### config.mk
export PLATFORM = sky130hd
export DESIGN_NAME = midi_serial_rx
export DESIGN_NICKNAME = d
export VERILOG_FILES = /design/src/rtl/midi_pkg.sv /design/src/rtl/midi_serial_rx_uart.sv /design/src/rtl/midi_serial_rx.sv
export SDC_FILE = /design/constraint.sdc
export NUM_CORES = 1
export LEC_CHECK = 0
export CORE_MARGIN = 3
export CORE_UTILIZATION = 40
export CTS_CLUSTER_SIZE = 16
export DETAILED_ROUTE_END_ITERATION = 12
export SLEW_MARGIN = 20
export SYNTH_ARGS = -nofsm -noshare
export SYNTH_HDL_FRONTEND = slang
export SYNTH_HIERARCHICAL = 1
export SYNTH_SLANG_ARGS = --single-unit
### constraint.sdc
create_clock -name clk -period 3 [get_ports clk]
set_input_delay 0.3 -clock clk [delete_from_list [all_inputs] [get_ports clk]]
set_output_delay 0.3 -clock clk [all_outputs]
set_load 0.01 [all_outputs]
### src/rtl/midi_pkg.sv
// Shared constants and state types for the MIDI receive path.
package midi_pkg;

  localparam logic [3:0] NOTE_OFF = 4'h8;
  localparam logic [3:0] NOTE_ON  = 4'h9;
  localparam logic [7:0] SYS_MIN  = 8'hF0;
  localparam logic [7:0] RT_MIN   = 8'hF8;

  typedef enum logic [2:0] {
    RX_IDLE,
    RX_START,
    RX_DATA,
    RX_STOP,
    RX_WAIT_HIGH
  } rx_state_e;

  typedef enum logic [1:0] {
    P_NO_STATUS,
    P_WAIT_NOTE,
    P_WAIT_VEL
  } parse_state_e;

endpackage

### src/rtl/midi_serial_rx_uart.sv
// 8N1 byte receiver: 2-flop synchroniser plus mid-bit sampling FSM.
//  state        | meaning
//  RX_IDLE      | line high, waiting for a start edge
//  RX_START     | waiting half a bit to confirm the start bit
//  RX_DATA      | sampling 8 data bits, LSB first
//  RX_STOP      | sampling the stop bit
//  RX_WAIT_HIGH | framing error seen, waiting for line to return high
module midi_uart_byte_rx
  import midi_pkg::*;
#(
  parameter int unsigned BIT_CLKS = 3200
) (
  input  logic       clk,
  input  logic       rst_n,
  input  logic       rx_i,
  output logic [7:0] byte_o,
  output logic       byte_valid_o,
  output logic       framing_err_o
);

  localparam int unsigned CW = $clog2(BIT_CLKS);
  // The IDLE cycle that spots the low sample already counts toward the half bit.
  localparam logic [CW-1:0] HALF_LOAD = CW'(BIT_CLKS / 2 - 2);
  localparam logic [CW-1:0] BIT_LOAD  = CW'(BIT_CLKS - 1);

  logic [1:0]    sync_q;
  rx_state_e     state_q, state_d;
  logic [CW-1:0] cnt_q, cnt_d;
  logic [2:0]    bit_q, bit_d;
  logic [7:0]    shift_q, shift_d;
  logic          byte_valid_q, byte_valid_d;
  logic          ferr_q, ferr_d;
  logic          rx_s;
  logic          tick;

  assign rx_s = sync_q[1];

  always_ff @(posedge clk or negedge rst_n) begin
    if (!rst_n) begin
      sync_q       <= 2'b11;
      state_q      <= RX_IDLE;
      cnt_q        <= '0;
      bit_q        <= '0;
      shift_q      <= '0;
      byte_valid_q <= 1'b0;
      ferr_q       <= 1'b0;
    end else begin
      sync_q       <= {sync_q[0], rx_i};
      state_q      <= state_d;
      cnt_q        <= cnt_d;
      bit_q        <= bit_d;
      shift_q      <= shift_d;
      byte_valid_q <= byte_valid_d;
      ferr_q       <= ferr_d;
    end
  end

  always_comb begin
    state_d      = state_q;
    cnt_d        = cnt_q;
    bit_d        = bit_q;
    shift_d      = shift_q;
    byte_valid_d = 1'b0;
    ferr_d       = 1'b0;
    tick         = (cnt_q == '0);
    case (state_q)
      RX_IDLE: begin
        if (!rx_s) begin
          state_d = RX_START;
          cnt_d   = HALF_LOAD;
        end
      end
      RX_START: begin
        if (!tick) begin
          cnt_d = cnt_q - CW'(1);
        end else if (rx_s) begin
          state_d = RX_IDLE;
        end else begin
          state_d = RX_DATA;
          cnt_d   = BIT_LOAD;
          bit_d   = '0;
        end
      end
      RX_DATA: begin
        if (!tick) begin
          cnt_d = cnt_q - CW'(1);
        end else begin
          shift_d = {rx_s, shift_q[7:1]};
          cnt_d   = BIT_LOAD;
          bit_d   = bit_q + 3'd1;
          if (bit_q == 3'd7) state_d = RX_STOP;
        end
      end
      RX_STOP: begin
        if (!tick) begin
          cnt_d = cnt_q - CW'(1);
        end else if (rx_s) begin
          byte_valid_d = 1'b1;
          state_d      = RX_IDLE;
        end else begin
          ferr_d  = 1'b1;
          state_d = RX_WAIT_HIGH;
        end
      end
      RX_WAIT_HIGH: begin
        if (rx_s) state_d = RX_IDLE;
      end
      default: state_d = RX_IDLE;
    endcase
  end

  assign byte_o        = shift_q;
  assign byte_valid_o  = byte_valid_q;
  assign framing_err_o = ferr_q;

endmodule

### src/rtl/midi_serial_rx.sv
// MIDI-in front end: UART byte receiver feeding a running-status Note On/Off parser.
//  state       | meaning
//  P_NO_STATUS | no accepted running status, data bytes ignored
//  P_WAIT_NOTE | running status held, next data byte is the note
//  P_WAIT_VEL  | note stored, next data byte is the velocity
module midi_serial_rx
  import midi_pkg::*;
#(
  parameter int unsigned CLK_HZ  = 100000000,
  parameter int unsigned BAUD    = 31250,
  parameter int unsigned CHANNEL = 16
) (
  input  logic       clk,
  input  logic       rst_n,
  input  logic       midi_rx,
  output logic [7:0] midi_data,
  output logic       midi_valid,
  output logic [6:0] midi_velocity,
  output logic       note_off_valid,
  output logic       framing_err
);

  localparam int unsigned BIT_CLKS = CLK_HZ / BAUD;
  localparam bit          OMNI     = (CHANNEL > 15);
  localparam logic [3:0]  CH_SEL   = CHANNEL[3:0];

  logic [7:0]   rx_byte;
  logic         rx_valid;
  parse_state_e pstate_q, pstate_d;
  logic         rs_on_q, rs_on_d;
  logic [6:0]   note_q, note_d;
  logic [7:0]   data_q, data_d;
  logic [6:0]   vel_q, vel_d;
  logic         mv_q, mv_d;
  logic         nov_q, nov_d;
  logic         is_note_status;
  logic         ch_ok;

  midi_uart_byte_rx #(.BIT_CLKS(BIT_CLKS)) u_uart (
    .clk          (clk),
    .rst_n        (rst_n),
    .rx_i         (midi_rx),
    .byte_o       (rx_byte),
    .byte_valid_o (rx_valid),
    .framing_err_o(framing_err)
  );

  assign is_note_status = (rx_byte[7:4] == NOTE_ON) || (rx_byte[7:4] == NOTE_OFF);
  assign ch_ok          = OMNI || (rx_byte[3:0] == CH_SEL);

  always_ff @(posedge clk or negedge rst_n) begin
    if (!rst_n) begin
      pstate_q <= P_NO_STATUS;
      rs_on_q  <= 1'b0;
      note_q   <= '0;
      data_q   <= '0;
      vel_q    <= '0;
      mv_q     <= 1'b0;
      nov_q    <= 1'b0;
    end else begin
      pstate_q <= pstate_d;
      rs_on_q  <= rs_on_d;
      note_q   <= note_d;
      data_q   <= data_d;
      vel_q    <= vel_d;
      mv_q     <= mv_d;
      nov_q    <= nov_d;
    end
  end

  always_comb begin
    pstate_d = pstate_q;
    rs_on_d  = rs_on_q;
    note_d   = note_q;
    data_d   = data_q;
    vel_d    = vel_q;
    mv_d     = 1'b0;
    nov_d    = 1'b0;
    if (rx_valid) begin
      if (rx_byte >= RT_MIN) begin
        // realtime bytes may interleave anywhere and must not disturb the message
      end else if (rx_byte >= SYS_MIN) begin
        pstate_d = P_NO_STATUS;
        rs_on_d  = 1'b0;
      end else if (rx_byte[7]) begin
        if (is_note_status && ch_ok) begin
          pstate_d = P_WAIT_NOTE;
          rs_on_d  = (rx_byte[7:4] == NOTE_ON);
        end else begin
          pstate_d = P_NO_STATUS;
          rs_on_d  = 1'b0;
        end
      end else begin
        case (pstate_q)
          P_WAIT_NOTE: begin
            note_d   = rx_byte[6:0];
            pstate_d = P_WAIT_VEL;
          end
          P_WAIT_VEL: begin
            data_d   = {1'b0, note_q};
            pstate_d = P_WAIT_NOTE;
            if (rs_on_q && (rx_byte[6:0] != 7'd0)) begin
              vel_d = rx_byte[6:0];
              mv_d  = 1'b1;
            end else begin
              nov_d = 1'b1;
            end
          end
          default: ;
        endcase
      end
    end
  end

  assign midi_data      = data_q;
  assign midi_velocity  = vel_q;
  assign midi_valid     = mv_q;
  assign note_off_valid = nov_q;

endmodule

== Word level (Yosys, flattened, before mapping) ==
Cells that the tools add are included.
Operators by class
  add/subtract/negate cells: 2
  multipliers: 0
  divide/modulo/power cells: 0
  $lt $le $gt $ge: 2
  equality and inequality tests: 18
  shifts and indexed selects: 0
  muxes and demuxes: 44
  bitwise operators: 3
  reduce and logical (&&, ||, !) cells: 18
Operators with widths (count)
  12-bit 2-to-1 mux: 5
  12-bit case mux with 4 select lines: 1
  3-bit 2-to-1 mux: 10
  1-bit 2-to-1 mux: 22
  8-bit greater-or-equal comparator (second input constant): 2
  3-bit case mux with 5 select lines: 1
  12-bit logical NOT: 1
  6-bit AND reduction: 2
  12-bit by 1-bit subtractor with 12-bit output (second input constant): 1
  2-bit by 1-bit inequality test with 1-bit output (second input constant): 5
  5-bit AND reduction: 2
  4-bit equality test (second input constant): 2
  4-bit AND reduction: 2
  4-bit nonzero test: 2
  7-bit nonzero test: 1
  3-bit by 2-bit equality test with 1-bit output (second input constant): 2
  3-bit equality test (second input constant): 2
  2-bit 2-to-1 mux: 3
  2-bit inequality test (second input constant): 3
  3-bit case mux with 2 select lines: 1
  3-bit AND reduction: 2
  2-bit case mux with 2 select lines: 1
  2-bit nonzero test: 2
  3-bit by 1-bit adder with 3-bit output (second input constant): 1
  9 further kinds: 11
Storage, ports and cells
  register bits after elaboration: 56
  bits in latches: 0
  RAM bits: 0
  bits in read-only memories: 0
  input port bits: 3
  output and inout bits: 18
  word-level logic and storage cells: 101
  memories: 0

== Depth between registers and ports, before layout ==
Gate-level depths: netlist of run 1.
  depth after elaboration: 8
  depth in mapped cells: 8
  mapped depth without buffers: 6

== Modules after synthesis ==
The synthesis of run 1 kept the hierarchy.
Modules (own cells, without submodules)
  midi_uart_byte_rx: instances 1, cells each 171, area an instance 1737.9 µm², sequential area each 753.2 µm²
  midi_serial_rx: instances 1, cells each 78, area an instance 1109.8 µm², sequential area each 650.6 µm²

== Least setup slack after synthesis of run 1 ==
No wires, ideal clock.
  path type: register -> register
  start point: reg u_uart.cnt_q[4]
  end point: reg u_uart.cnt_q[9]
  data arrival time: 1.950 ns
  data required time: 2.879 ns
  slack: 0.928 ns
  cell stages (with the launch flop): 7
  path buffers: 2
  path through: dfrtp_1 > buf_6 > or4_1 > buf_2 > o41ai_4 > a22oi_1 > o22a_1
Between the ends
  cells in the longest elaborated chain, start to end: 3
  elaborated cells between the ends (all ways): 9
  those cells by class: add/sub (1); eq/ne (2); mux (4); reduce/logical (2)
Ends and longest elaborated chain
  start, declared: line midi_serial_rx_uart.sv:28  | logic [CW-1:0] cnt_q, cnt_d;
  start signal, assigned: line midi_serial_rx_uart.sv:50  | cnt_q <= cnt_d;
  12-bit by 1-bit subtractor with 12-bit output or 12-bit logical NOT (tied branches)
  12-bit 2-to-1 mux (tied with other cells): line midi_serial_rx_uart.sv:95  | if (!tick) begin
  12-bit case mux with 4 select lines or 4-bit AND reduction (tied branches)
Several ways; a longest one is shown, not always the timed one. The select of a mux whose other input is x is not followed.
A chain may end at the register's enable or synchronous reset.

== Worst setup path in the final report of run 1 ==
  start point: reg u_uart.cnt_q[0]
  end point: reg u_uart.cnt_q[7]
The elaborated chain is that of the path after synthesis.

==> results.json, run 1 <==
{
  "outcome": "finished, final reports clean",
  "crit_type": "flip-flop to flip-flop",
  "slew_headroom_pct": 42.04,
  "area_delta_synth_final_pct": 12.83,
  "die_w_um": 90.38,
  "synthTopCellsByArea": "dfrtp_1, mux2_2, ha_1, nor2_1, o31ai_1",
  "pwr-share-comb_pct": 1.7,
  "cp.required_ns": 3.19,
  "syn_inst": 249,
  "reg2reg_slack_ns": 0.59,
  "fin_crit_sh_pct": 80.50,
  "finalHoldViolCount": 0,
  "place_area_mm2": 0.003110,
  "dpl.hpwl_um": 4041,
  "fmax_ghz": 0.4141,
  "fin_skew_ns": 0.01485,
  "synth_area_mm2": 0.002848,
  "ys_async_sr_fraction_pct": 100.0,
  "layout.cells.most_common_list": "dfrtp_1, mux2_2, nor2_1, clkdlybuf4s50_1, inv_1",
  "die-area_mm2": 0.008168,
  "hold_buffers": 0,
  "ys_seq_area_share_pct": 49.30,
  "die_h_um": 90.38,
  "track_usage_pct": 13.68,
  "reg2reg_from": "u_uart/cnt_q[0]$_DFFE_PN0P_",
  "insertion_delay_ns": 0.32,
  "cts_buffer_depth": 2,
  "maxCapViolCount": 0,
  "cts.clk_slew.worst_paths_ns": 0.12,
  "detail-route-antenna-nets": 0,
  "cts_made_buffers": 5,
  "dr.pass1.iters": 4,
  "final_cell_area_mm2": 0.003213,
  "path_cells": "inv_1 -> ha_1 -> or4b_1 -> nor3_1 -> buf_4 -> or4b_2 -> nand3_1",
  "setup_violations": 0,
  "cp_max_fo": 6,
  "ys_seq_elements": 56,
  "pwr-share-clk_pct": 36.4,
  "wl_um": 5589,
  "cts.sinks": 56,
  "finish.net_count": 275,
  "p_sw_mw": 0.2883,
  "r2r-end": "u_uart/cnt_q[7]$_DFFE_PN0P_",
  "ys_warn_count": 6,
  "drive_gt1_share_pct": 21.72,
  "vias": 2024,
  "cp_top_family": "simple AND/OR/NAND/NOR gates",
  "worst_pin_slew_ns": 0.8694,
  "rsz0062_at_grt": "no",
  "antenna_found_initial": 0,
  "arrival_ns": 2.61,
  "final_common_cell": "dfrtp_1",
  "synth_top_cell_area_share_pct": 47.45,
  "p_sw_share_pct": 23.52,
  "critical_path_buf_inv_count": 2,
  "htreeDepth": 2,
  "worst_r2r_path_depth": 7,
  "synthFlopType": "dfrtp_1",
  "rows": 30,
  "crit_path_max_incr_delay_ns": 0.59,
  "antennaDiodeCount": 0,
  "grt_pass1_vias": 1907,
  "ios": 21,
  "gp_congestion": 0.8422,
  "grt_max_degree": 42,
  "cts_setup_buffers": 0,
  "synth_area_per_cell_um2": 11.44,
  "core_mm2": 0.006832,
  "syn-num-nets": 258,
  "vias_per_cell": 5.576,
  "cts_tree": "done",
  "synth_edf_count": 0,
  "leakage_nw": 1.459,
  "cpMaxStageDelayCell": "or4b_1",
  "root_buffer": "clkbuf_8",
  "fin_setup_tns_ns": 0,
  "gr-total-overflow": 0,
  "cts_resized": 0,
  "netlist.top_cell.by_area": "dfrtp_1",
  "critPathCaptureType": "flip-flop",
  "grt_pass1_wl_um": 9259,
  "power.total_mw": 1.226,
  "drcViolationCount": 0,
  "hold_path.class": "primary input to asynchronous set/reset pin",
  "crit_path_start_kind": "flip-flop",
  "wire_per_inst_um": 15.40,
  "seq_power_share_pct": 61.9,
  "port_buffers": 19,
  "crit_cells": 7,
  "drv_slew": 0,
  "synth_cell_types": 61,
  "drtIter0Drc": 159,
  "peakVddDrop_mv": 0.2629,
  "power.internal_mw": 0.9375,
  "start_util_pct": 41.68,
  "fin_crit_ns": 2.415,
  "power_density_mw_per_mm2": 381.5
}
-- final cells by class --
class / instances / area [um^2]
fillers: 648 / 3618
flip-flops and latches: 56 / 1404
multi-input cells: 169 / 1330
repair buffers: 23 / 215.2
well taps: 96 / 120.1
clock buffers: 5 / 68.82
inverters: 11 / 41.29
clock inverters: 3 / 33.78
-- Yosys cell counts (3+ instances only) --
| library cell | number |
|---|---|
| a21oi_1 | 10 |
| nor3_1 | 6 |
| a22oi_1 | 4 |
| or3_1 | 4 |
| nand3_1 | 5 |
| nand4_1 | 4 |
| clkbuf_1 | 6 |
| a31oi_1 | 4 |
| nand2_1 | 8 |
| mux2_2 | 28 |
| dfrtp_1 | 54 |
| o2bb2ai_1 | 3 |
| ha_1 | 6 |
| nor2_1 | 19 |
| o41ai_1 | 3 |
| o31ai_1 | 8 |
| inv_1 | 11 |
| buf_2 | 4 |
| o21ai_0 | 7 |
-- flip-flops by register name, summed over array words and instances (netlist names) --
name and count:
note_q 7, midi_valid 1, u_uart/bit_q 3, u_uart/cnt_q 12, u_uart/byte_valid_o 1, u_uart/state_q 3
midi_data 7, rs_on_q 1, pstate_q 2, u_uart/byte_o 8, note_off_valid 1, u_uart/sync_q 2
midi_velocity 7, u_uart/framing_err_o 1
-- per-layer routing --
metal	vias to the layer above	GRT usage [%]	part of all wire (%)
met4	0	4.082	1.1
met2	43	23.40	50
li1	975	-	-
met3	6	2.417	2.8
met5	-	0	0
met1	1000	17.69	46
-- power by group through the flow --
stage | Combinational (mW) | Sequential (mW) | Clock [mW]
3_5_place_dp | 0.0222 | 0.774 | 0
4_1_cts | 0.0222 | 0.759 | 0.464
5_1_grt | 0.0246 | 0.760 | 0.496
2_1_floorplan | 0.00488 | 0.772 | 0
6_report | 0.0206 | 0.759 | 0.446
3_3_place_gp | 0.0222 | 0.774 | 0
-- worst register-to-register path: stages (launching register included) --
cell	delay [ns]
dfrtp_1	0.41
inv_1	0.10
ha_1	0.20
or4b_1	0.59
nor3_1	0.52
buf_4	0.27
or4b_2	0.13
nand3_1	0.08
-- stage by stage --
stage,worst slack [ns],util [%],hold slack (ns),std cells
after floorplan,0.9284,-,0.004409,249
after global routing,0.3208,47.03,0.1453,363
final,0.5851,47.03,0.08060,363
after detailed placement,0.6122,45.53,0.3478,355
after CTS,0.5742,47.03,0.1175,363
after global placement,0.6234,45.53,0.3470,355
-- logic make-up (layout without fill, tap and decap cells) --
logic type	Yosys count	after routing	synth area share, %
AND/OR/NAND/NOR	69	69	14.98
flip-flops	56	56	49.30
AO/OA/AOI/OAI	64	64	17.58
buffers and inverters	24	42	3.998
other	1	1	0.1317
adder cells (fa/ha/maj)	6	6	2.636
multiplexers	28	28	11.07
XOR/XNOR	1	1	0.3076
-- worst max-delay path by stage --
stage          slack (ns)                         from                           to
3_5_place_dp         0.61  u_uart/cnt_q[0]$_DFFE_PN0P_  u_uart/cnt_q[7]$_DFFE_PN0P_
3_3_place_gp         0.62  u_uart/cnt_q[0]$_DFFE_PN0P_  u_uart/cnt_q[7]$_DFFE_PN0P_
6_report             0.59  u_uart/cnt_q[0]$_DFFE_PN0P_  u_uart/cnt_q[7]$_DFFE_PN0P_
5_1_grt              0.32  u_uart/cnt_q[0]$_DFFE_PN0P_  u_uart/cnt_q[0]$_DFFE_PN0P_
4_1_cts              0.57  u_uart/cnt_q[0]$_DFFE_PN0P_  u_uart/cnt_q[0]$_DFFE_PN0P_
2_1_floorplan        0.93  u_uart/cnt_q[4]$_DFFE_PN0P_  u_uart/cnt_q[9]$_DFFE_PN0P_
(Power assumes the default switching activity.)
==> run 2: changes to the inputs <==
==> constraint.sdc (replaced) <==
create_clock -name clk -period 2.2 [get_ports clk]
set_input_delay 0.22 -clock clk [delete_from_list [all_inputs] [get_ports clk]]
set_output_delay 0.22 -clock clk [all_outputs]
set_load 0.01 [all_outputs]
==> results.json, run 2 (synthesized netlist as in run 1, its figures left out) <==
{
  "area_delta_synth_final_pct": 17.36,
  "maxCapViolCount": 0,
  "cts_setup_buffers": 0,
  "fin_setup_tns_ns": 0,
  "detail-route-antenna-nets": 0,
  "multiInputGateArea_mm2": 0.001348,
  "wl_um": 6188,
  "htreeDepth": 2,
  "arrival_ns": 2.29,
  "vias": 2117,
  "wire_per_inst_um": 16.33,
  "top_register": "u_uart/cnt_q",
  "gp_congestion": 0.8951,
  "cp_max_fo": 6,
  "preCtsSetupSlack_ns": 0.009899,
  "hold_path.class": "primary input to flip-flop",
  "finish.net_count": 291,
  "die-area_mm2": 0.008168,
  "antennaDiodeCount": 0,
  "worst_pin_slew_ns": 0.6914,
  "grt_pass1_wl_um": 10620,
  "ff_latch_area_mm2": 0.001404,
  "final_common_cell": "dfrtp_1",
  "routed-wl-met2_um": 3073,
  "root_buffer": "clkbuf_8",
  "gr-total-overflow": 0,
  "fin_skew_ns": 0.01576,
  "wl_met3_um": 201,
  "peakVddDrop_mv": 0.2795,
  "crit_path_start_kind": "flip-flop",
  "drcViolationCount": 0,
  "port_buffers": 19,
  "start_util_pct": 41.68,
  "insertion_delay_ns": 0.32,
  "largest_reg_flops": 12,
  "rows": 30,
  "power_density_mw_per_mm2": 492.6,
  "cts_buffer_depth": 2,
  "antenna_found_initial": 0,
  "fmax_ghz": 0.4743,
  "fin_crit_ns": 2.108,
  "cts.clk_slew.worst_paths_ns": 0.11,
  "reg2reg_from": "u_uart/cnt_q[1]$_DFFE_PN0P_",
  "hold_depth": 1,
  "hold_start": "midi_rx",
  "leakage_nw": 1.542,
  "fillers": 668,
  "rsz0062_at_grt": "no",
  "whs_ns": 0.3219,
  "vias_per_cell": 5.586,
  "drv_slew": 0,
  "reg2reg_slack_ns": 0.09,
  "fin_crit_sh_pct": 95.83,
  "cts_made_buffers": 5,
  "routedLengthMet1_um": 2811,
  "grt_pass1_vias": 2185,
  "top_layer": "met4",
  "setup_ws_ns": 0.09167,
  "fin_util_pct": 48.92,
  "worst_r2r_path_depth": 6,
  "drtIter0Drc": 109,
  "outcome": "finished, final reports clean",
  "power.total_mw": 1.646,
  "dr.pass1.iters": 4,
  "dpl.hpwl_um": 4547,
  "critPathCaptureType": "flip-flop",
  "finalHoldViolCount": 0,
  "die_h_um": 90.38,
  "drive_gt1_share_pct": 27.56,
  "die_w_um": 90.38,
  "holdPathEnd": "u_uart/sync_q[0]$_DFF_PN1_",
  "cp.required_ns": 2.39,
  "core_mm2": 0.006832,
  "setup_violations": 0,
  "slew_headroom_pct": 53.48,
  "track_usage_pct": 15.77,
  "r2r-end": "u_uart/cnt_q[8]$_DFFE_PN0P_",
  "ios": 21,
  "grt_max_degree": 30,
  "layout.cells.most_common_list": "dfrtp_1, mux2_2, nor2_1, buf_4, clkdlybuf4s50_1",
  "cts.sinks": 56,
  "cts_tree": "done",
  "crit_type": "flip-flop to flip-flop"
}
run 2: how the worst max path moves through the flow:
stage | startpoint | to | slack (ns)
floorplan | u_uart/cnt_q[4]$_DFFE_PN0P_ | u_uart/cnt_q[9]$_DFFE_PN0P_ | 0.13
global placement | u_uart/cnt_q[0]$_DFFE_PN0P_ | u_uart/cnt_q[8]$_DFFE_PN0P_ | 0.07
detailed placement | u_uart/cnt_q[0]$_DFFE_PN0P_ | u_uart/cnt_q[4]$_DFFE_PN0P_ | 0.01
CTS | u_uart/cnt_q[4]$_DFFE_PN0P_ | u_uart/cnt_q[4]$_DFFE_PN0P_ | 0.04
global route | u_uart/cnt_q[1]$_DFFE_PN0P_ | u_uart/cnt_q[4]$_DFFE_PN0P_ | 0.01
finish | u_uart/cnt_q[1]$_DFFE_PN0P_ | u_uart/cnt_q[8]$_DFFE_PN0P_ | 0.09
run 2: through the flow:
stage	std cells	area (um^2)
6_report	379	3342
2_1_floorplan	249	2848
4_1_cts	379	3328
3_3_place_gp	370	3223
5_1_grt	379	3342
3_5_place_dp	370	3223
run 2: report_power, final:
group | internal, mW | switching [mW] | total [mW]
Sequential | 1.03 | 0.00312 | 1.04
Clock | 0.229 | 0.351 | 0.581
Combinational | 0.00693 | 0.0235 | 0.0304
Total | 1.27 | 0.378 | 1.65
run 2: repair_timing:
item	in CTS	in global routing
hold endpoints to repair	25	0
hold buffers	1	0
gates resized for setup	1	4
setup endpoints to repair	3	15
run 2: final cells by class:
type | instances | share of cell area (%)
multi-input cells | 169 | 40.32
flip-flops and latches | 56 | 42.01
inverters | 11 | 1.235
clock inverters | 3 | 0.6739
clock buffers | 5 | 2.059
well taps | 96 | 3.594
repair buffers | 39 | 10.11
run 2: critical path, cell delays in order, from the launching register on:
cell and delay [ns]:
dfrtp_1 0.43, inv_1 0.09, ha_1 0.18, or4b_4 0.54
o41a_2 0.42, o21ai_0 0.21, a31oi_1 0.12
run 2: per-layer routing:
| layer | vias up | track usage [%] |
|---|---|---|
| met5 | - | 0 |
| met4 | 0 | 5.230 |
| met3 | 10 | 2.917 |
| met2 | 46 | 27.32 |
| met1 | 1051 | 19.79 |
| li1 | 1010 | - |
==> patch 1 (config.mk and constraints of run 2) <==
Change the parameter `BAUD` from 31250 to 125000.
--- a/src/rtl/midi_serial_rx.sv
+++ b/src/rtl/midi_serial_rx.sv
@@ -9,3 +9,3 @@
   parameter int unsigned CLK_HZ  = 100000000,
-  parameter int unsigned BAUD    = 31250,
+  parameter int unsigned BAUD    = 125000,
   parameter int unsigned CHANNEL = 16
Formal check against the unedited RTL: no difference found for any inputs over 10 cycles, from zero or initial values and one cycle with rst_n low; that may be too few to reach the edited logic, so the function may still have changed.
==> patch 1 against run 2 <==
  * Worst setup slack improved by 52 ps
  * Non-clock buffer count decreased by 8
  * Sequential cell count fell by 2
  * Total power rose by 3.4%
  * Cell area fell by 7.8%
  * Area after synthesis shrank 7.4%
  * Clock skew is 6.2 ps lower
  * Wire length down 15%
  * Synthesized cell count shrank 7.6%
  * Core utilization up 1.0 points
  * Global-route usage down 0.33 points
  * Fmax is 2.5% higher
  * Largest power group unchanged
  * Highest routed layer unchanged
==> patch 1: results <==
run_status:
  run_status: "completed"
grt:
  track_usage_pct: 15.43
  grt_pass1_vias: 1826
  grt_pass1_wl_um: 9190
  met3_usage_pct: 3.122
  met2_usage_pct: 23.12
  grt_max_degree: 33
placement:
  place_hpwl_um: 3714
  gp_congestion: 0.8203
clock_network:
  cts-root-buf: "clkbuf_8"
logic_synthesis:
  synthTopCellsByCount: "52 x dfrtp_1, 29 x mux2_2, 15 x nor2_1"
  ys_seq_area_share_pct: 51.35
  yosys.area.top_type_share_pct: 49.36
  synth_area_leaders: "dfrtp_1 49%, mux2_2 12%, ha_1 2.4%"
  synth.distinct_cells: 53
final_layout:
  drive_gt1_share_pct: 23.26
  largest_reg_flops: 10
setup_path:
  slowest_stage: "dfrtp_1"
  slowest_delay_ps: 440
  cp_data_arrival_time_ps: 2250
power_and_ir_drop:
  peakVddDrop_v: 0.0003670
timing:
  fin_worst_skew_ps: 9.550
  maxSlewHeadroom_pct: 57.84
detailed_routing:
  dr.first_iter.drc_count: 100
  drt-wirelength-per-cell_um: 15.78
patch 1: metal layers:
layer,up-vias,share of wire (%)
li1,911,-
met1,927,50
met2,37,45
met3,7,3.8
met4,0,1.1
met5,-,0
patch 1: final cells by class:
type	instances	share of cell area (%)
Sequential cell	54	43.95
Multi-Input combinational cell	151	38.26
Timing Repair Buffer	31	9.423
Tap cell	75	3.046
Clock buffer	6	2.356
Inverter	14	1.706
Clock inverter	2	1.259
patch 1: kinds of logic (layout without fill, tap and decap cells):
kind of cell / count (synthesis) / count (layout) / share of synthesized area, %
other cells: 1 / 1 / 0.1422
flops: 54 / 54 / 51.35
compound gates: 56 / 56 / 15.71
fa+ha+maj: 5 / 5 / 2.373
xor+xnor: 1 / 1 / 0.3323
buf+inv: 25 / 53 / 4.272
mux: 29 / 29 / 12.39
simple gates: 59 / 59 / 13.43
patch 1: worst max-delay path: cells and delay by family (launching register included):
family	cells	cell delay (ps)
AOI/OAI and AO/OA	3	830
DFF	1	440
buffers and inverters	1	70
adders and majority gates	1	180
and+or+nand+nor	1	440
patch 1: power by group:
| group | switching [uW] | total [uW] | internal (uW) |
|---|---|---|---|
| Clock | 331 | 673 | 342 |
| Combinational | 23.3 | 32.0 | 8.65 |
| Sequential | 2.47 | 998 | 995 |
| Total | 356 | 1700 | 1350 |
patch 1: path summary, 6_finish.rpt:
| kind | startpoint | end | slack, ps | cells after the start |
|---|---|---|---|---|
| worst max-delay path | u_uart/cnt_q[1] | u_uart/cnt_q[5] | 140 | 6 |
| worst min-delay path | midi_rx | u_uart/sync_q[0] | 300 | 1 |
| worst max register to register | u_uart/cnt_q[1] | u_uart/cnt_q[5] | 140 | 6 |
| worst min register to register | u_uart/sync_q[0] | u_uart/sync_q[1] | 360 | 0 |
| max in group asynchronous | rst_n | u_uart/sync_q[1] | 1160 | 3 |
| min in group asynchronous | rst_n | midi_data[1] | 410 | 2 |
patch 1: timing repair:
item / CTS / global route
buffers inserted: 0 / 2
setup endpoints to repair: 0 / 15
endpoints found under the hold margin: 22 / 0
hold buffers: 1 / 0
resized for setup: 0 / 1
patch 1: per-stage QoR:
stage	cells	setup slack (ps)	hold WS, ps	area [sq um]
after floorplan	230	63.10	-75.59	2636
after global placement	322	134.2	246.0	2935
after detailed placement	322	115.6	241.6	2935
after CTS	331	95.46	294.8	3057
after global routing	333	16.37	298.0	3080
final	333	143.8	302.3	3080
==> patch 2 (config.mk and constraints of run 2) <==
Made on the original files. The output `note_off_valid` loses its register stage (`nov_q` becomes a continuous assignment).
--- a/src/rtl/midi_serial_rx.sv
+++ b/src/rtl/midi_serial_rx.sv
@@ -58,3 +58,2 @@
       mv_q     <= 1'b0;
-      nov_q    <= 1'b0;
     end else begin
@@ -66,5 +65,6 @@
       mv_q     <= mv_d;
-      nov_q    <= nov_d;
     end
   end
+
+  assign nov_q = nov_d;
 
Formal check against the unedited RTL: same outputs for any inputs over 10 cycles, from zero or initial values and one cycle with rst_n low; that may be too few to reach the edited logic, so the function may still have changed.
==> patch 2 against run 2 <==
  * Critical path depth down 1
  * Wire length down 3.7%
  * Worst hold slack better by 3.8 ps
  * Largest cell class unchanged
  * Worst setup slack better by 43 ps
  * Core utilization up 2.2 points
  * Critical path type unchanged
  * Global-route usage down 0.56 points
  * Cell area up 1.0%
  * Die area down 0.82%
  * Clock skew down 11 ps
  * Sequential cell count down 1
  * Area after synthesis down 0.88%
  * Count of clock-buffer cells in the layout up 1
  * Total power down 0.76%
==> patch 2: results <==
run_status:
  run_status: "completed"
clock_network:
  cts_buffers: 5
  clk_path_buf_depth: 2
  h-tree-depth: 2
  clock_latency_ps: 300
  cts-root-buf: "clkbuf_8"
  clkTransAtPathRegs_ps: 100
logic_synthesis:
  synth_warnings: 6
  synthArstFlopShare_pct: 100.0
  synth.net_count: 257
  yosys.area.top_type_share_pct: 46.99
  synth_area_leaders: "dfrtp_1 47%, mux2_2 11%, ha_1 2.7%"
  ys_seq_area_share_pct: 48.85
  synth.distinct_cells: 61
  synthTopCellsByCount: "53 x dfrtp_1, 28 x mux2_2, 19 x nor2_1"
placement:
  place.port_buffers: 19
  place_hpwl_um: 4257
  gp_congestion: 0.9240
  place_worst_setup_slack_ps: 81.65
timing:
  setup_slack_ps: 134.3
  fin_worst_skew_ps: 4.321
  maxSlewHeadroom_pct: 55.70
final_layout:
  largest_reg_flops: 12
  diodes: 0
  fin_nets: 294
  drive_gt1_share_pct: 29.02
detailed_routing:
  wl_um: 5959
  dr_total_vias: 2099
  drtPass1Iterations: 5
  dr.first_iter.drc_count: 140
setup_path:
  reg2reg_depth: 5
  cp_data_arrival_time_ps: 2270
  slowest_stage: "or4_1"
  crit_path_end: "u_uart/cnt_q[3]"
  rr_startpoint: "u_uart/cnt_q[4]"
  slowest_delay_ps: 700
  critPathLaunchType: "flop"
  cp_max_fo: 7
  timing.rr.end: "u_uart/cnt_q[3]"
grt:
  grt_use_met1_pct: 22.51
  grt_max_degree: 33
  met2_usage_pct: 22.40
  met3_usage_pct: 2.755
  track_usage_pct: 15.21
  grt_pass1_wl_um: 10270
power_and_ir_drop:
  peakVddDrop_v: 0.0004135
  p_leak_uw: 0.001552
  switching_power_uw: 354.1
run:
  max_cap_violations: 0
-- patch 2: metrics by stage --
step	area, sq um	cells	hold WS (ps)
2_1_floorplan	2823	248	-75.59
3_3_place_gp	3207	366	236.9
3_5_place_dp	3207	366	238.8
4_1_cts	3324	375	314.2
5_1_grt	3377	379	316.8
6_report	3377	379	325.7
-- patch 2: routing by layer --
metal / wire length, um / vias to the layer above
li1: - / 1018
met1: 3006 / 1031
met2: 2656 / 44
met3: 227 / 6
met4: 68 / 0
met5: 0 / -
-- patch 2: final cells by class --
| cell class | instances | area, sq um |
|---|---|---|
| flip-flops and latches | 55 | 1380 |
| fillers | 632 | 3227 |
| multi-input cells | 169 | 1360 |
| clock inverters | 2 | 16.27 |
| well taps | 93 | 116.4 |
| repair buffers | 43 | 380.4 |
| inverters | 11 | 41.29 |
| clock buffers | 6 | 82.58 |
-- patch 2: cell families (layout without fill, tap and decap cells) --
kind of cell / Yosys count / after routing / share of synthesized area, %
xor+xnor: 1 / 1 / 0.3103
other cells: 1 / 1 / 0.1329
flops: 55 / 55 / 48.85
simple gates: 69 / 69 / 15.12
buf+inv: 24 / 62 / 4.034
compound gates: 64 / 64 / 17.73
mux: 28 / 28 / 11.17
fa+ha+maj: 6 / 6 / 2.660
-- patch 2: repair_timing --
item | in CTS | in global routing
hold endpoints to repair | 23 | 0
setup buffers | 0 | 4
gates resized for setup | 1 | 6
pin swaps | 0 | 1
setup endpoints to repair | 1 | 21
hold buffers | 1 | 0
-- patch 2: power by group through the flow --
stage	clock network, uW	logic (uW)	registers (uW)
6_report	586	30.8	1020
5_1_grt	653	36.2	1020
4_1_cts	619	32.8	1020
3_5_place_dp	0	31.5	1040
3_3_place_gp	0	31.3	1040
2_1_floorplan	0	6.65	1030
-- patch 2: critical path: cells and delay by family (launching register included) --
family                 cells  cell delay [ps]
buffers and inverters      1              210
AND/OR/NAND/NOR            1              700
flip-flops                 1              390
AO/OA/AOI/OAI              3              680
-- patch 2: worst min-delay path by stage --
stage,cells past startpoint,to,slack [ps],from
3_3_place_gp,1,midi_data[2],240,rst_n
3_5_place_dp,1,midi_data[2],240,rst_n
6_report,1,u_uart/sync_q[0],330,midi_rx
2_1_floorplan,0,midi_data[0],-80,rst_n
4_1_cts,1,u_uart/sync_q[0],310,midi_rx
5_1_grt,1,u_uart/sync_q[0],320,midi_rx
